--- src/rtl/sdrd_cap_pkg.sv ---
// Shared types and helpers for the SDRD lock-read frame capture block.
package sdrd_cap_pkg;

  localparam int CNT_W = 6;

  typedef enum logic [1:0] {
    IDLE,
    DELAY,
    HOLD
  } cap_state_t;

  // A lock read access: serial select asserted, address 01 on BA13/BA12, read cycle.
  function automatic logic lock_sel(input logic sser, input logic ba13,
                                    input logic ba12, input logic br_w);
    return ~sser & ~ba13 & ba12 & br_w;
  endfunction

endpackage

--- src/rtl/sdrd_sync.sv ---
// N-bit, STAGES-deep flop synchronizer with a per-bit reset value.
module sdrd_sync #(
  parameter int             STAGES  = 2,
  parameter int             N       = 1,
  parameter logic [N-1:0]   RST_VAL = '0
) (
  input  logic         clk,
  input  logic         rst_n,
  input  logic [N-1:0] d_i,
  output logic [N-1:0] q_o
);

  logic [STAGES-1:0][N-1:0] stage_q;

  always_ff @(posedge clk or negedge rst_n) begin
    if (!rst_n) begin
      stage_q <= {STAGES{RST_VAL}};
    end else begin
      stage_q <= {stage_q[STAGES-2:0], d_i};
    end
  end

  assign q_o = stage_q[STAGES-1];

endmodule

--- src/rtl/sdrd_frame_capture.sv ---
// Samples one SDRD bit per lock read access, packs MSB-first frames and
// offers them to the host over valid/ready with sticky drop/error flags.
module sdrd_frame_capture
  import sdrd_cap_pkg::*;
#(
  parameter int FRAME_BITS   = 8,
  parameter int SAMPLE_DLY   = 2,
  parameter int IDLE_TIMEOUT = 1024,
  parameter int SYNC_STAGES  = 2
) (
  input  logic                  clk,
  input  logic                  rst_n,
  input  logic                  sser,
  input  logic                  ba13,
  input  logic                  ba12,
  input  logic                  br_w,
  input  logic                  sdrd,
  input  logic                  lock_q3_n,
  output logic [FRAME_BITS-1:0] frm_data,
  output logic                  frm_valid,
  input  logic                  frm_ready,
  output logic [CNT_W-1:0]      bit_cnt,
  output logic                  overrun,
  output logic                  bit_err,
  input  logic                  clr_flags
);

  localparam int TMR_W = $clog2(IDLE_TIMEOUT + 1);

  logic sser_s, ba13_s, ba12_s, br_w_s, sdrd_s, lock_q3_n_s;

  // sser resets high so the bus looks deselected until real data arrives.
  sdrd_sync #(
    .STAGES (SYNC_STAGES),
    .N      (6),
    .RST_VAL(6'b100000)
  ) u_sync (
    .clk  (clk),
    .rst_n(rst_n),
    .d_i  ({sser,   ba13,   ba12,   br_w,   sdrd,   lock_q3_n}),
    .q_o  ({sser_s, ba13_s, ba12_s, br_w_s, sdrd_s, lock_q3_n_s})
  );

  logic       sel, sel_prev_q, sel_rise, sample_ev;
  cap_state_t state_q;
  logic [3:0] dly_q;

  assign sel       = lock_sel(sser_s, ba13_s, ba12_s, br_w_s);
  assign sel_rise  = sel & ~sel_prev_q;
  assign sample_ev = (state_q == DELAY) && sel && (dly_q == 4'd0);

  // NOTE: sequential state uses non-blocking assignments so every flop sees pre-edge values.
  always_ff @(posedge clk or negedge rst_n) begin
    if (!rst_n) begin
      state_q    <= IDLE;
      dly_q      <= '0;
      sel_prev_q <= 1'b0;
    end else begin
      sel_prev_q <= sel;
      case (state_q)
        IDLE: begin
          if (sel_rise) begin
            state_q <= DELAY;
            dly_q   <= 4'(SAMPLE_DLY - 1);
          end
        end
        DELAY: begin
          if (!sel)                state_q <= IDLE;
          else if (dly_q == 4'd0)  state_q <= HOLD;
          else                     dly_q   <= dly_q - 4'd1;
        end
        HOLD: begin
          if (!sel) state_q <= IDLE;
        end
        default: state_q <= IDLE;
      endcase
    end
  end

  logic [FRAME_BITS-1:0] shift_q, shift_d, shifted, frm_data_q, frm_data_d;
  logic [CNT_W-1:0]      bit_cnt_q, bit_cnt_d;
  logic [TMR_W-1:0]      tmr_q, tmr_d;
  logic                  frm_valid_q, frm_valid_d, overrun_q, overrun_d, bit_err_q, bit_err_d;
  logic                  good_sample, bad_sample, frame_done, timeout, drop;

  assign shifted     = {shift_q[FRAME_BITS-2:0], sdrd_s};
  assign good_sample = sample_ev & lock_q3_n_s;
  assign bad_sample  = sample_ev & ~lock_q3_n_s;
  assign frame_done  = good_sample && (bit_cnt_q == CNT_W'(FRAME_BITS - 1));
  assign timeout     = (bit_cnt_q != '0) && (tmr_q == TMR_W'(IDLE_TIMEOUT));

  // NOTE: every always_comb output gets a default first so no latch is inferred.
  always_comb begin
    shift_d   = shift_q;
    bit_cnt_d = bit_cnt_q;
    tmr_d     = tmr_q;
    if (bad_sample) begin
      shift_d   = '0;
      bit_cnt_d = '0;
      tmr_d     = '0;
    end else if (good_sample) begin
      shift_d   = shifted;
      bit_cnt_d = frame_done ? '0 : bit_cnt_q + CNT_W'(1);
      tmr_d     = '0;
    end else if (timeout) begin
      shift_d   = '0;
      bit_cnt_d = '0;
    end else if ((bit_cnt_q != '0) && (tmr_q != TMR_W'(IDLE_TIMEOUT))) begin
      tmr_d = tmr_q + TMR_W'(1);
    end
  end

  // A new frame may replace the held one only if the host takes the old one this cycle.
  always_comb begin
    frm_data_d  = frm_data_q;
    frm_valid_d = frm_valid_q;
    drop        = 1'b0;
    if (frame_done) begin
      if (!frm_valid_q || frm_ready) begin
        frm_data_d  = shifted;
        frm_valid_d = 1'b1;
      end else begin
        drop = 1'b1;
      end
    end else if (frm_valid_q && frm_ready) begin
      frm_valid_d = 1'b0;
    end
    overrun_d = drop       | (overrun_q & ~clr_flags);
    bit_err_d = bad_sample | (bit_err_q & ~clr_flags);
  end

  always_ff @(posedge clk or negedge rst_n) begin
    if (!rst_n) begin
      shift_q     <= '0;
      bit_cnt_q   <= '0;
      tmr_q       <= '0;
      frm_data_q  <= '0;
      frm_valid_q <= 1'b0;
      overrun_q   <= 1'b0;
      bit_err_q   <= 1'b0;
    end else begin
      shift_q     <= shift_d;
      bit_cnt_q   <= bit_cnt_d;
      tmr_q       <= tmr_d;
      frm_data_q  <= frm_data_d;
      frm_valid_q <= frm_valid_d;
      overrun_q   <= overrun_d;
      bit_err_q   <= bit_err_d;
    end
  end

  assign frm_data  = frm_data_q;
  assign frm_valid = frm_valid_q;
  assign bit_cnt   = bit_cnt_q;
  assign overrun   = overrun_q;
  assign bit_err   = bit_err_q;

endmodule

--- config.mk ---
export PLATFORM = sky130hd
export DESIGN_NAME = sdrd_frame_capture
export DESIGN_NICKNAME = d
export VERILOG_FILES = /design/src/rtl/sdrd_cap_pkg.sv /design/src/rtl/sdrd_sync.sv /design/src/rtl/sdrd_frame_capture.sv
export SDC_FILE = /design/constraint.sdc
export NUM_CORES = 1
export LEC_CHECK = 0
export ABC_AREA = 1
export BUFFER_PORTS_ARGS = -buffer_cell sky130_fd_sc_hd__clkbuf_2
export CORE_MARGIN = 3
export CORE_UTILIZATION = 50
export CTS_BUF_LIST = sky130_fd_sc_hd__clkbuf_8
export CTS_CLUSTER_SIZE = 20
export DETAILED_ROUTE_END_ITERATION = 8
export PLACE_DENSITY_LB_ADDON = 0.05
export RECOVER_POWER = 50
export SLEW_MARGIN = 20
export SYNTH_ARGS = -nofsm -noshare
export SYNTH_HDL_FRONTEND = slang
export SYNTH_HIERARCHICAL = 1
export SYNTH_SLANG_ARGS = --single-unit
--- constraint.sdc ---
create_clock -name clk -period 2.71 [get_ports clk]
set_input_delay 0.542 -clock clk [delete_from_list [all_inputs] [get_ports clk]]
set_output_delay 0.542 -clock clk [all_outputs]
set_load 0.02 [all_outputs]
### Word-level counts from Yosys, hierarchy flattened

Cells that the tools add are included.

* register bits: 54
* input bits: 10
* output and inout bits: 17
* word-level logic and storage cells: 87

* add/sub/neg operators: 3
* equality and inequality tests: 12
* multiplexer cells: 25
* bitwise operators: 15
* reductions and logical operators: 20

Operators by type and width (count)
* two-way mux 11 bit: 4
* two-way mux 6 bit: 4
* two-way mux 7 bit: 3
* two-way mux 4 bit: 3
* adder 11 x 1 -> 11 bit, second input constant: 1
* equality test 11 bit, second input constant: 1
* inequality test 11 bit, second input constant: 1
* bitwise AND 1 bit: 8
* two-way mux 2 bit: 4
* inequality test 2 bit, second input constant: 4
* one-hot mux 4 bit (2 select lines): 1
* adder 6 x 1 -> 6 bit, second input constant: 1
* equality test 6 x 3 -> 1 bit, second input constant: 1
* logical AND 1 bit: 6
* one-hot mux 2 bit (3 select lines): 1
* AND reduction 2 bit: 3
* nonzero test 3 bit: 2
* nonzero test 6 bit: 1
* two-way mux 1 bit: 5
* NOT 1 bit: 5
* zero test 4 bit: 1
* AND reduction 4 bit: 1
* nonzero test 2 bit: 2
* subtractor 4 x 1 -> 4 bit, second input constant: 1
* other kinds (10): 11

### Longest topological paths before layout

Gate-level depths: netlist of run 1.

* depth in word-level cells: 11
* depth in mapped cells: 10
* depth with buffers taken out: 10

### Cells and area by module

The synthesis of run 1 kept the hierarchy.

Modules (own cells, without submodules)
* sdrd_frame_capture: instances 1, cells each 279, area an instance 2133.3 µm²
* sdrd_sync: instances 1, cells each 18, area an instance 347.8 µm²

### Least setup slack after synthesis of run 1

Ideal clock, no wire load.

* path kind: reg-to-reg
* start: register bit_cnt_q[0] (netlist: bit_cnt[0])
* end: register bit_cnt_q[3] (netlist: bit_cnt[3])
* data arrival time: 1386 ps
* data required time: 2592 ps
* setup slack: 1206 ps
* cell stages (with the launch flop): 9
* clock period less this slack: 1504 ps
* cell sequence: dfrtp_1 inv_1 ha_1 nand4_1 nand3_1 nand2_4 inv_1 nand2_1 nand2_1

* word-level cells in the longest chain between the ends: 5
* elaborated cells between the ends (all ways): 9
* classes of those cells: 1 x add/sub; 1 x eq/ne; 3 x mux; 4 x reduce/logical

RTL lines
* start, declared: line sdrd_frame_capture.sv:81 `logic [CNT_W-1:0] bit_cnt_q, bit_cnt_d;`
* start signal, assigned: line sdrd_frame_capture.sv:143 `bit_cnt_q <= bit_cnt_d;`
* branches (longest 5 deep; another with adder 6 x 1 -> 6 bit)

Parallel ways; which one is timed is not known.
A chain may end at the register's enable or synchronous reset.

### Final worst setup path of run 1

* start: register dly_q[0]
* end: register frm_data_q[2] (netlist: frm_data[2])

* word-level cells in the longest chain between the ends: 5

RTL lines
* start, declared: line sdrd_frame_capture.sv:46 `logic [3:0] dly_q;`
* start signal, assigned: line sdrd_frame_capture.sv:64 `dly_q <= 4'(SAMPLE_DLY - 1);`
* start signal, assigned: line sdrd_frame_capture.sv:70 `else dly_q <= dly_q - 4'd1;`
* zero test 4 bit: line sdrd_frame_capture.sv:50 `assign sample_ev = (state_q == DELAY) && sel && (dly_q == 4'd0);`
* logical AND 1 bit: line sdrd_frame_capture.sv:50
* bitwise AND 1 bit: line sdrd_frame_capture.sv:87 `assign good_sample = sample_ev & lock_q3_n_s;`
* logical AND 1 bit: line sdrd_frame_capture.sv:89 `assign frame_done = good_sample && (bit_cnt_q == CNT_W'(FRAME_BITS - 1));`
* AND reduction 2 bit (no source line)
* end signal, assigned: line sdrd_frame_capture.sv:145 `frm_data_q <= frm_data_d;`
* end, declared: line sdrd_frame_capture.sv:80 `logic [FRAME_BITS-1:0] shift_q, shift_d, shifted, frm_data_q, frm_data_d;`

No other way between the ends.

==> results.ini, run 1 <==
[floorplan]
die_w_um = 76.4
core-area_sq_um = 4750
die_y_um = 76.4
dieArea_sq_um = 5840
ioPinCount = 27
row_count = 25
start_util_pct = 52.2

[final_layout]
areaGrowthSynthToFinish_pct = 10.5
final_common_cell = nand2_1
layout_common_cells = nand2_1, dfrtp_1, inv_1
nNetsFinal = 340
n_antenna_cell = 0
drive_gt1_share_pct = 14.4

[worst_setup_path]
crit_fanout = 11
regToRegSetupSlack_ns = 0.86
end_kind = flip-flop
crit_top_cell = nand2_1
arrival_ns = 2.10
slowest_delay_ns = 0.50
path_cells = inv_1, ha_1, nand2_1, nor3_4, nand3_4, clkinv_4, nand2_1, nand2_1
endpoint = frm_data[2]$_DFFE_PN0P_
r2r-start = dly_q[0]$_DFFE_PN0P_
crit_path_top_delay_cell = nor3_4
regToRegEndpoint = frm_data[2]$_DFFE_PN0P_
start_kind = flip-flop
path_class = reg2reg
startpoint = dly_q[0]$_DFFE_PN0P_
worstPathRequired_ns = 2.96
r2r_cells = 8

[global_route]
grt_first_pass_wirelength_um = 8650
grt_use_total_pct = 18.2
grt_overflow_total = 0
antenna_found_initial = 0
grt_max_degree = 55
grt_pass1_vias = 1865

[timing]
relSlewSlack_pct = 14.0
worst_pin_slew_ns = 1.29
setup_violations = 0
tns_ns = 0
min_period_ns = 1.85
holdWs_ns = 0.322
drv_slew = 0
hold_violations = 0
fin_skew_ns = 0.00920
rsz0062_at_grt = no
fmax_mhz = 540
layout_worst_path_cycle_share_pct = 68.4

[drt]
drt-vias-per-instance = 4.91
met2_length_um = 2250
route.top_layer_used = met4
drt_first_pass_iters = 4
drcViolationCount = 0
wl_per_cell_um = 12.2
vias = 1929
ant_nets = 0
routed_wl_um = 4800
wl_met1_um = 2230
wl_met3_um = 244
drt_iter0_drc = 138

[power]
pwr-share-clk_pct = 31.4
vdd_ir_drop_max_uv = 349
netSwitchingFraction_pct = 25.3
power.internal_mw = 1.05
p_sw_mw = 0.355
seq_power_share_pct = 60.6
p_leak_nw = 1.45
cellPowerDensity_nw_per_um2 = 513
p_comb_share_pct = 8.0

[run]
max_cap_violations = 0

[synthesis]
ys_ff_latch = 54
yosys_most_used_dff = dfrtp_1
netlist_area_sq_um = 2480
syn_avg_cell_area_sq_um = 8.35
syn_nets = 312
seq_area_frac_synth_pct = 54.6
synth_edf_count = 0
yosys_warnings = 6
synthArstFlopShare_pct = 100
synthDistinctLibCells = 23
synth_cells = 297

[clock_tree]
ctsRootBufferMaster = clkbuf_8
cts_sinks = 54
cts_setup_buffers = 0
clk_latency_ns = 0.31
clk_pin_slew_worst_paths_ns = 0.10
cts_buffers = 5
h-tree-depth = 2
cts_buffer_depth = 2
cts_resized = 0
cts_tree = yes
ctsHoldBuffers = 0

[status]
status = finished clean

[placed_design]
portBuffers = 26
gp_congestion = 0.872
hpwl_um = 3450

[worst_hold_path]
worstHoldStart = sser
hold_path_class = in2reg

-- metal layers --
layer / global-route usage [%] / vias to the layer above
li1: - / 977
met1: 24.5 / 897
met2: 29.7 / 48
met3: 3.90 / 7
met4: 5.43 / 0
met5: 0 / -
-- cells in the mapped netlist, types with 2 or more instances --
cell type,instances,share of area [%]
nand4_1,7,1.8
buf_4,7,2.1
a21oi_1,2,0.40
inv_1,36,5.4
dfstp_2,2,2.1
o22ai_1,2,0.50
nand3_1,21,4.2
inv_2,2,0.30
nor2_1,36,5.4
dfrtp_1,52,52
nand2_1,96,15
ha_1,5,2.5
o21ai_0,15,3.0
nor3_1,5,1.0
-- how the worst min path moves through the flow --
stage,end,slack (ns),cells after the start
final,u_sync/stage_q[5]$_DFF_PN1_,0.32,1
after global routing,u_sync/stage_q[5]$_DFF_PN1_,0.30,1
after CTS,u_sync/stage_q[5]$_DFF_PN1_,0.31,1
after detailed placement,u_sync/q_o[4]$_DFF_PN0_,0.33,0
after global placement,u_sync/q_o[3]$_DFF_PN0_,0.33,0
after floorplan,bit_cnt[0]$_DFFE_PN0P_,0.25,0
-- critical path, delay by kind of cell, from the launching register on --
family | cells | cell delay [ns]
flops | 1 | 0.39
buf+inv | 2 | 0.23
simple gates | 5 | 0.99
fa+ha+maj | 1 | 0.18
-- power by group through the flow --
stage	combinational, mW	clock [mW]	sequential [mW]
floorplan	0.0765	0	0.864
global placement	0.110	0	0.867
detailed placement	0.115	0	0.868
CTS	0.115	0.455	0.852
global route	0.135	0.489	0.855
finish	0.113	0.441	0.852
-- sequential cells by signal, indices dropped and copies added (netlist names) --
register and count:
u_sync/stage_q 6, frm_valid 1, tmr_q 11, bit_cnt 6, bit_err 1, overrun 1
frm_data 8, shift_q 7, u_sync/q_o 6, state_q 2, dly_q 4, sel_prev_q 1
-- through the flow --
stage               std cells  power, mW  setup WS [ns]  instance area [sq um]  utilization, %
floorplan                 297      0.941           1.21                   2480               -
global placement          385      0.977          0.930                   2660            55.9
detailed placement        385      0.983          0.860                   2660            55.9
CTS                       393       1.42          0.823                   2750            57.7
global route              393       1.48          0.670                   2740            57.7
finish                    393       1.41          0.857                   2740            57.7
-- cell families after synthesis --
group	count (synthesis)	synth area share, %
AOI/OAI and AO/OA	19	3.93
and+or+nand+nor	172	30.4
adders and majority gates	5	2.52
buffers and inverters	46	8.22
DFF	54	54.6
xor gates and xnor gates	1	0.353
-- final cells by class --
cell class | instances | area, sq um
Multi-Input combinational cell | 197 | 923
Fill cell | 462 | 2010
Timing Repair Buffer | 28 | 143
Inverter | 39 | 151
Tap cell | 67 | 83.8
Clock buffer | 5 | 68.8
Clock inverter | 3 | 18.8
Sequential cell | 54 | 1350
No activity file was read; power rests on OpenSTA's default activity.
==> inputs of run 2 (changes only) <==
==> constraint.sdc (replaced) <==
create_clock -name clk -period 1.9 [get_ports clk]
set_input_delay 0.38 -clock clk [delete_from_list [all_inputs] [get_ports clk]]
set_output_delay 0.38 -clock clk [all_outputs]
set_load 0.02 [all_outputs]
==> run 2 against run 1 <==
Effect of this change: hold slack got worse by 0.18 ns; sequential share of layout area fell by 0.73 points; combinational power rose by 46%; routed wire length fell by 5.4%; via count fell by 1.9%; first-iteration DRC count fell by 34%; register-to-register slack got worse by 0.60 ns; sequential cell count did not move; total power rose by 45%; largest cell class unchanged.
==> results.ini, run 2 (same netlist as run 1, synthesis figures left out) <==
[global_route]
grt_overflow_total = 0  ; unchanged
grt_pass1_vias = 1841  ; -1.3%
grt_first_pass_wirelength_um = 8230  ; -4.8%
grt_use_total_pct = 17.4  ; -0.78 points
grt_max_degree = 38  ; -31%
antenna_found_initial = 0  ; unchanged

[placed_design]
portBuffers = 26  ; unchanged
hpwl_um = 3430  ; -0.66%
gp_congestion = 0.832  ; -4.6%

[worst_setup_path]
path_class = reg2reg
crit_buf_inv = 3  ; +1
path_cells = inv_1, ha_1, nand2_1, nor2_2, inv_2, nand2_4, inv_1, nand2_1, nand2_1
slowest_delay_ns = 0.39  ; -0.11 ns
critPathTopFamily = simple AND/OR/NAND/NOR gates
start_kind = flip-flop
arrival_ns = 1.84  ; -0.26 ns
crit_fanout = 10  ; -1
crit_path_top_delay_cell = dfrtp_1
end_kind = flip-flop
crit_top_cell = nand2_1
worstPathRequired_ns = 2.11  ; -0.85 ns

[final_layout]
regMostFlops = tmr_q
nNetsFinal = 342  ; +0.59%
n_antenna_cell = 0  ; unchanged
fillerInstances = 438  ; -5.2%
areaGrowthSynthToFinish_pct = 12.2
final_common_cell = nand2_1
layout_common_cells = nand2_1, dfrtp_1, inv_1
drive_gt1_share_pct = 15.2  ; +0.83 points
largest_reg_flops = 11  ; unchanged

[floorplan]
dieArea_sq_um = 5840  ; unchanged
die_y_um = 76.4  ; unchanged
ioPinCount = 27  ; unchanged
row_count = 25  ; unchanged
core-area_sq_um = 4750  ; unchanged
die_w_um = 76.4  ; unchanged
start_util_pct = 52.2  ; unchanged

[worst_hold_path]
hold_path_class = in2reg

[power]
p_leak_nw = 1.48  ; +1.5%
vdd_ir_drop_max_uv = 464  ; +33%
total_power_mw = 2.04  ; +45%
netSwitchingFraction_pct = 25.4  ; +0.12 points
cellPowerDensity_nw_per_um2 = 733  ; +43%
power.internal_mw = 1.52  ; +45%
p_sw_mw = 0.517  ; +46%
p_comb_share_pct = 8.1  ; about the same
seq_power_share_pct = 59.5  ; -1.1 points
pwr-share-clk_pct = 32.4  ; +1.0 points

[clock_tree]
cts_setup_buffers = 0  ; unchanged
clk_latency_ns = 0.30  ; about the same
h-tree-depth = 2  ; unchanged
clk_pin_slew_worst_paths_ns = 0.10  ; about the same
cts_buffers = 5  ; unchanged
cts_sinks = 54  ; unchanged
cts_buffer_depth = 2  ; unchanged
ctsRootBufferMaster = clkbuf_8
cts_resized = 0  ; unchanged
cts_tree = yes
ctsHoldBuffers = 0  ; unchanged

[timing]
min_period_ns = 1.64  ; -0.213 ns
tns_ns = 0  ; unchanged
fmax_mhz = 610  ; +13%
setup_violations = 0  ; unchanged
drv_slew = 0  ; unchanged
worst_pin_slew_ns = 1.04  ; -0.251 ns
hold_violations = 0  ; unchanged
rsz0062_at_grt = no
layout_worst_path_cycle_share_pct = 86.3  ; +18 points
relSlewSlack_pct = 30.7  ; +17 points
fin_skew_ns = 0.00483  ; -0.00437 ns

[drt]
drt_iter0_drc = 91  ; -34%
ant_nets = 0  ; unchanged
drcViolationCount = 0  ; unchanged
drt-vias-per-instance = 4.79  ; -2.4%
routed_wl_um = 4530  ; -5.4%
drt_first_pass_iters = 4  ; unchanged
wl_per_cell_um = 11.5  ; -5.9%
vias = 1893  ; -1.9%

[status]
status = finished clean

[run]
max_cap_violations = 0  ; unchanged

## run 2: changes by cell type in the layout (fill, tap and decap cells not counted), moves of 2 or more
cell / delta
buf_4: +2
clkbuf_2: -2
clkinv_4: +2
clkinvlp_4: -2
## run 2: through the flow
| stage | cells | cell area [sq um] | worst slack [ns] | hold WS (ns) | utilization, % |
|---|---|---|---|---|---|
| 6_report | 395 | 2780 | 0.261 | 0.144 | 58.6 |
| 5_1_grt | 395 | 2780 | 0.0357 | 0.112 | 58.6 |
| 4_1_cts | 395 | 2780 | 0.151 | 0.0148 | 58.5 |
| 3_5_place_dp | 387 | 2690 | 0.169 | 0.337 | 56.5 |
| 3_3_place_gp | 387 | 2690 | 0.253 | 0.334 | 56.5 |
| 2_1_floorplan | 297 | 2480 | 0.396 | 0.0844 | - |
## run 2: worst paths after layout
check	slack [ns]	depth (start not counted)	to	startpoint
worst min register to register	0.36	0	u_sync/q_o[2]$_DFF_PN0_	u_sync/stage_q[2]$_DFF_PN0_
worst max-delay path	0.26	9	shift_q[1]$_DFFE_PN0P_	dly_q[0]$_DFFE_PN0P_
worst max register to register	0.26	9	shift_q[1]$_DFFE_PN0P_	dly_q[0]$_DFFE_PN0P_
worst min-delay path	0.14	1	u_sync/stage_q[5]$_DFF_PN1_	sser
max in group asynchronous	0.89	2	u_sync/stage_q[5]$_DFF_PN1_	rst_n
min in group asynchronous	0.22	1	dly_q[3]$_DFFE_PN0P_	rst_n
## run 2: power by group through the flow
| stage | Combinational, mW | Sequential (mW) | Clock, mW |
|---|---|---|---|
| after CTS | 0.167 | 1.21 | 0.694 |
| after detailed placement | 0.167 | 1.24 | 0 |
| after global placement | 0.163 | 1.24 | 0 |
| after global routing | 0.199 | 1.22 | 0.746 |
| final | 0.165 | 1.21 | 0.660 |
| after floorplan | 0.109 | 1.23 | 0 |
## run 2: final cells by class
class / count / area, sq um / share of cell area, %
tap: 67 / 83.8 / 3.01
clock buffer: 5 / 68.8 / 2.47
clock inverter: 3 / 28.8 / 1.03
timing repair buffer: 30 / 171 / 6.16
inverter: 39 / 151 / 5.44
sequential: 54 / 1350 / 48.6
multi-input combinational: 197 / 926 / 33.3
## run 2: worst register-to-register path, cell delays in order (launching register included)
cell and delay, ns:
dfrtp_1 0.39, inv_1 0.09, ha_1 0.18, nand2_1 0.14, nor2_2 0.22, inv_2 0.14, nand2_4 0.12, inv_1 0.13
nand2_1 0.10, nand2_1 0.05
## run 2: metal layers
layer	share of wire, %	track usage, %	up-vias
met5	0	0	-
met3	3.6	3.19	4
met4	0.84	5.98	0
li1	-	-	982
met1	50	23.8	874
met2	46	28.0	33
==> inputs of run 3 (changes only) <==
--- a/config.mk
+++ b/config.mk
@@ -6,7 +6,7 @@
 export NUM_CORES = 1
 export LEC_CHECK = 0
 export ABC_AREA = 1
-export BUFFER_PORTS_ARGS = -buffer_cell sky130_fd_sc_hd__clkbuf_2
+export BUFFER_PORTS_ARGS = -buffer_cell sky130_fd_sc_hd__buf_2
 export CORE_MARGIN = 3
 export CORE_UTILIZATION = 50
 export CTS_BUF_LIST = sky130_fd_sc_hd__clkbuf_8
==> constraint.sdc (replaced) <==
create_clock -name clk -period 1.4 [get_ports clk]
set_input_delay 0.28 -clock clk [delete_from_list [all_inputs] [get_ports clk]]
set_output_delay 0.28 -clock clk [all_outputs]
set_load 0.02 [all_outputs]
==> run 3 against run 2 <==
Effect of this change: the run now ends with negative setup slack left; sequential cell count unchanged; clock skew down 0.00075 ns; combinational power up 150%; critical path type unchanged; largest cell class unchanged; highest routed layer unchanged.
==> results.ini, run 3 (same netlist as run 1, synthesis figures left out) <==
[timing]
fin_skew_ns = 0.00408  ; -0.000747 ns
setup_violations = 21  ; +21
layout_worst_path_cycle_share_pct = 106  ; +20 points
worst_pin_slew_ns = 0.708  ; -0.332 ns
fmax_mhz = 674  ; +10%
rsz0062_at_grt = yes
relSlewSlack_pct = 52.8  ; +22 points
hold_violations = 0  ; unchanged
min_period_ns = 1.48  ; -0.155 ns
timing.final.ws_setup_ns = -0.0848  ; -0.345 ns
drv_slew = 0  ; unchanged

[clock_tree]
cts_buffers = 5  ; unchanged
ctsRootBufferMaster = clkbuf_8
cts_sinks = 54  ; unchanged
clk_latency_ns = 0.30  ; about the same
cts_tree = yes
clk_pin_slew_worst_paths_ns = 0.10  ; about the same
cts_buffer_depth = 2  ; unchanged
h-tree-depth = 2  ; unchanged

[drt]
wl_per_cell_um = 12.2  ; +5.9%
drt_first_pass_iters = 5  ; +1
drt_iter0_drc = 95  ; +4.4%
drcViolationCount = 0  ; unchanged
drt-vias-per-instance = 4.85  ; +1.3%
routed_wl_um = 5270  ; +16%
vias = 2102  ; +11%
ant_nets = 0  ; unchanged

[final_layout]
layout_common_cells = nand2_1, dfrtp_1, buf_4
nNetsFinal = 380  ; +11%
n_antenna_cell = 0  ; unchanged
utilization_pct = 67.9  ; +9.4 points
final_common_cell = nand2_1
largest_reg_flops = 11  ; unchanged
regMostFlops = tmr_q
final_cell_count_no_fill = 433  ; +9.6%
drive_gt1_share_pct = 32.5  ; +17 points
fin_area_sq_um = 3230  ; +16%
fillerInstances = 391  ; -11%
areaGrowthSynthToFinish_pct = 30.2

[global_route]
grt.busiest_layer = met2
grt_first_pass_wirelength_um = 9050  ; +9.9%
grt_use_total_pct = 19.2  ; +1.8 points
grt_max_degree = 55  ; +45%
met1_usage_pct = 24.5  ; +0.69 points
grt_overflow_total = 0  ; unchanged
antenna_found_initial = 0  ; unchanged
grt_util_met2_pct = 33.6  ; +5.5 points
use_met3_pct = 3.55  ; +0.35 points
grt_pass1_vias = 2017  ; +9.6%

[placed_design]
portBuffers = 26  ; unchanged
place_area_sq_um = 2940  ; +9.3%
dp.cells = 415  ; +7.2%
hpwl_um = 3580  ; +4.5%
place_ws_ns = -0.120  ; -0.288 ns
gp_congestion = 0.863  ; +3.7%

[worst_setup_path]
crit_path_top_delay_cell = dfrtp_1
path_class = reg2reg
path_cells = inv_2, ha_4, nand2_4, nor3_4, nand2_2, nand2_4, buf_6, nor2_2, nand2_1, nand2_1, nor2_1
arrival_ns = 1.73  ; -0.11 ns
crit_fanout = 6  ; -4
start_kind = flip-flop
worstPathRequired_ns = 1.64  ; -0.47 ns
slowest_delay_ns = 0.41  ; +0.02 ns
end_kind = flip-flop

[status]
violations = negative setup slack
status = complete, but fails checks

[power]
p_leak_nw = 1.71  ; +16%
vdd_ir_drop_max_uv = 554  ; +19%
total_power_mw = 2.93  ; +44%
cellPowerDensity_nw_per_um2 = 909  ; +24%

[floorplan]
die_y_um = 76.4  ; unchanged
die_w_um = 76.4  ; unchanged
start_util_pct = 52.2  ; unchanged
row_count = 25  ; unchanged
dieArea_sq_um = 5840  ; unchanged
ioPinCount = 27  ; unchanged
core-area_sq_um = 4750  ; unchanged

[run]
max_cap_violations = 0  ; unchanged

[worst_hold_path]
hold_path_class = in2reg

==> run 3: cell types whose count changed in the layout (fill, tap and decap cells not counted), sizes merged <==
cell	delta
buf	+61
clkbuf	-25
clkinv	-2
inv	+2
dlygate4sd3	+1
nand3	+1
==> run 3: timing repair <==
item	4_1_cts	5_1_grt
pin swaps	8	10
endpoints found under the setup margin	30	35
hold buffers	1	0
buffers inserted	5	3
endpoints found under the hold margin	52	0
gates cloned	1	0
gates resized for setup	16	33
==> run 3: final cells by class <==
cell class              instances  area [sq um]  share of cell area (%)
clock buffers                   5          68.8                    2.13
clock inverters                 3          17.5                   0.542
inverters                      39           156                    4.84
multi-input cells             198          1060                    33.0
flip-flops and latches         54          1360                    42.0
well taps                      67          83.8                    2.60
repair buffers                 67           482                    14.9
==> run 3: power by group <==
group	switching, mW	total [mW]	internal, mW	leakage, nW
clock network	0.519	0.870	0.351	0.0497
registers	0.0381	1.65	1.62	0.712
logic	0.217	0.410	0.194	0.947
==> run 3: metrics by stage <==
| step | TNS (ns) | hold slack (ns) |
|---|---|---|
| 6_report | -0.825 | 0.0707 |
| 5_1_grt | -3.99 | 0.0475 |
| 4_1_cts | -0.927 | 0.0573 |
| 3_5_place_dp | -1.46 | 0.298 |
| 3_3_place_gp | -0.852 | 0.299 |
| 2_1_floorplan | -0.191 | -0.0156 |
==> run 3: routing by layer <==
layer,wire (um),vias to the layer above
met3,162,8
met1,2400,989
met2,2660,40
met4,52,0
li1,-,1065
met5,0,-
==> run 3: path summary, 6_finish.rpt <==
kind | start | to | slack (ns) | depth (start not counted)
max in group asynchronous | rst_n | bit_cnt[1]$_DFFE_PN0P_ | 0.21 | 3
hold reg to reg | u_sync/stage_q[4]$_DFF_PN0_ | u_sync/q_o[4]$_DFF_PN0_ | 0.36 | 0
min in group asynchronous | rst_n | dly_q[2]$_DFFE_PN0P_ | 0.68 | 3
hold / removal | sser | u_sync/stage_q[5]$_DFF_PN1_ | 0.07 | 1
setup / recovery | tmr_q[0]$_DFFE_PN0P_ | tmr_q[4]$_DFFE_PN0P_ | -0.08 | 11
setup reg to reg | tmr_q[0]$_DFFE_PN0P_ | tmr_q[4]$_DFFE_PN0P_ | -0.08 | 11
==> run 3: worst max-delay path, delay by kind of cell (launching register included) <==
family / cells / cell delay (ns)
buffers and inverters: 2 / 0.21
DFF: 1 / 0.41
and+or+nand+nor: 8 / 0.65
adders and majority gates: 1 / 0.15
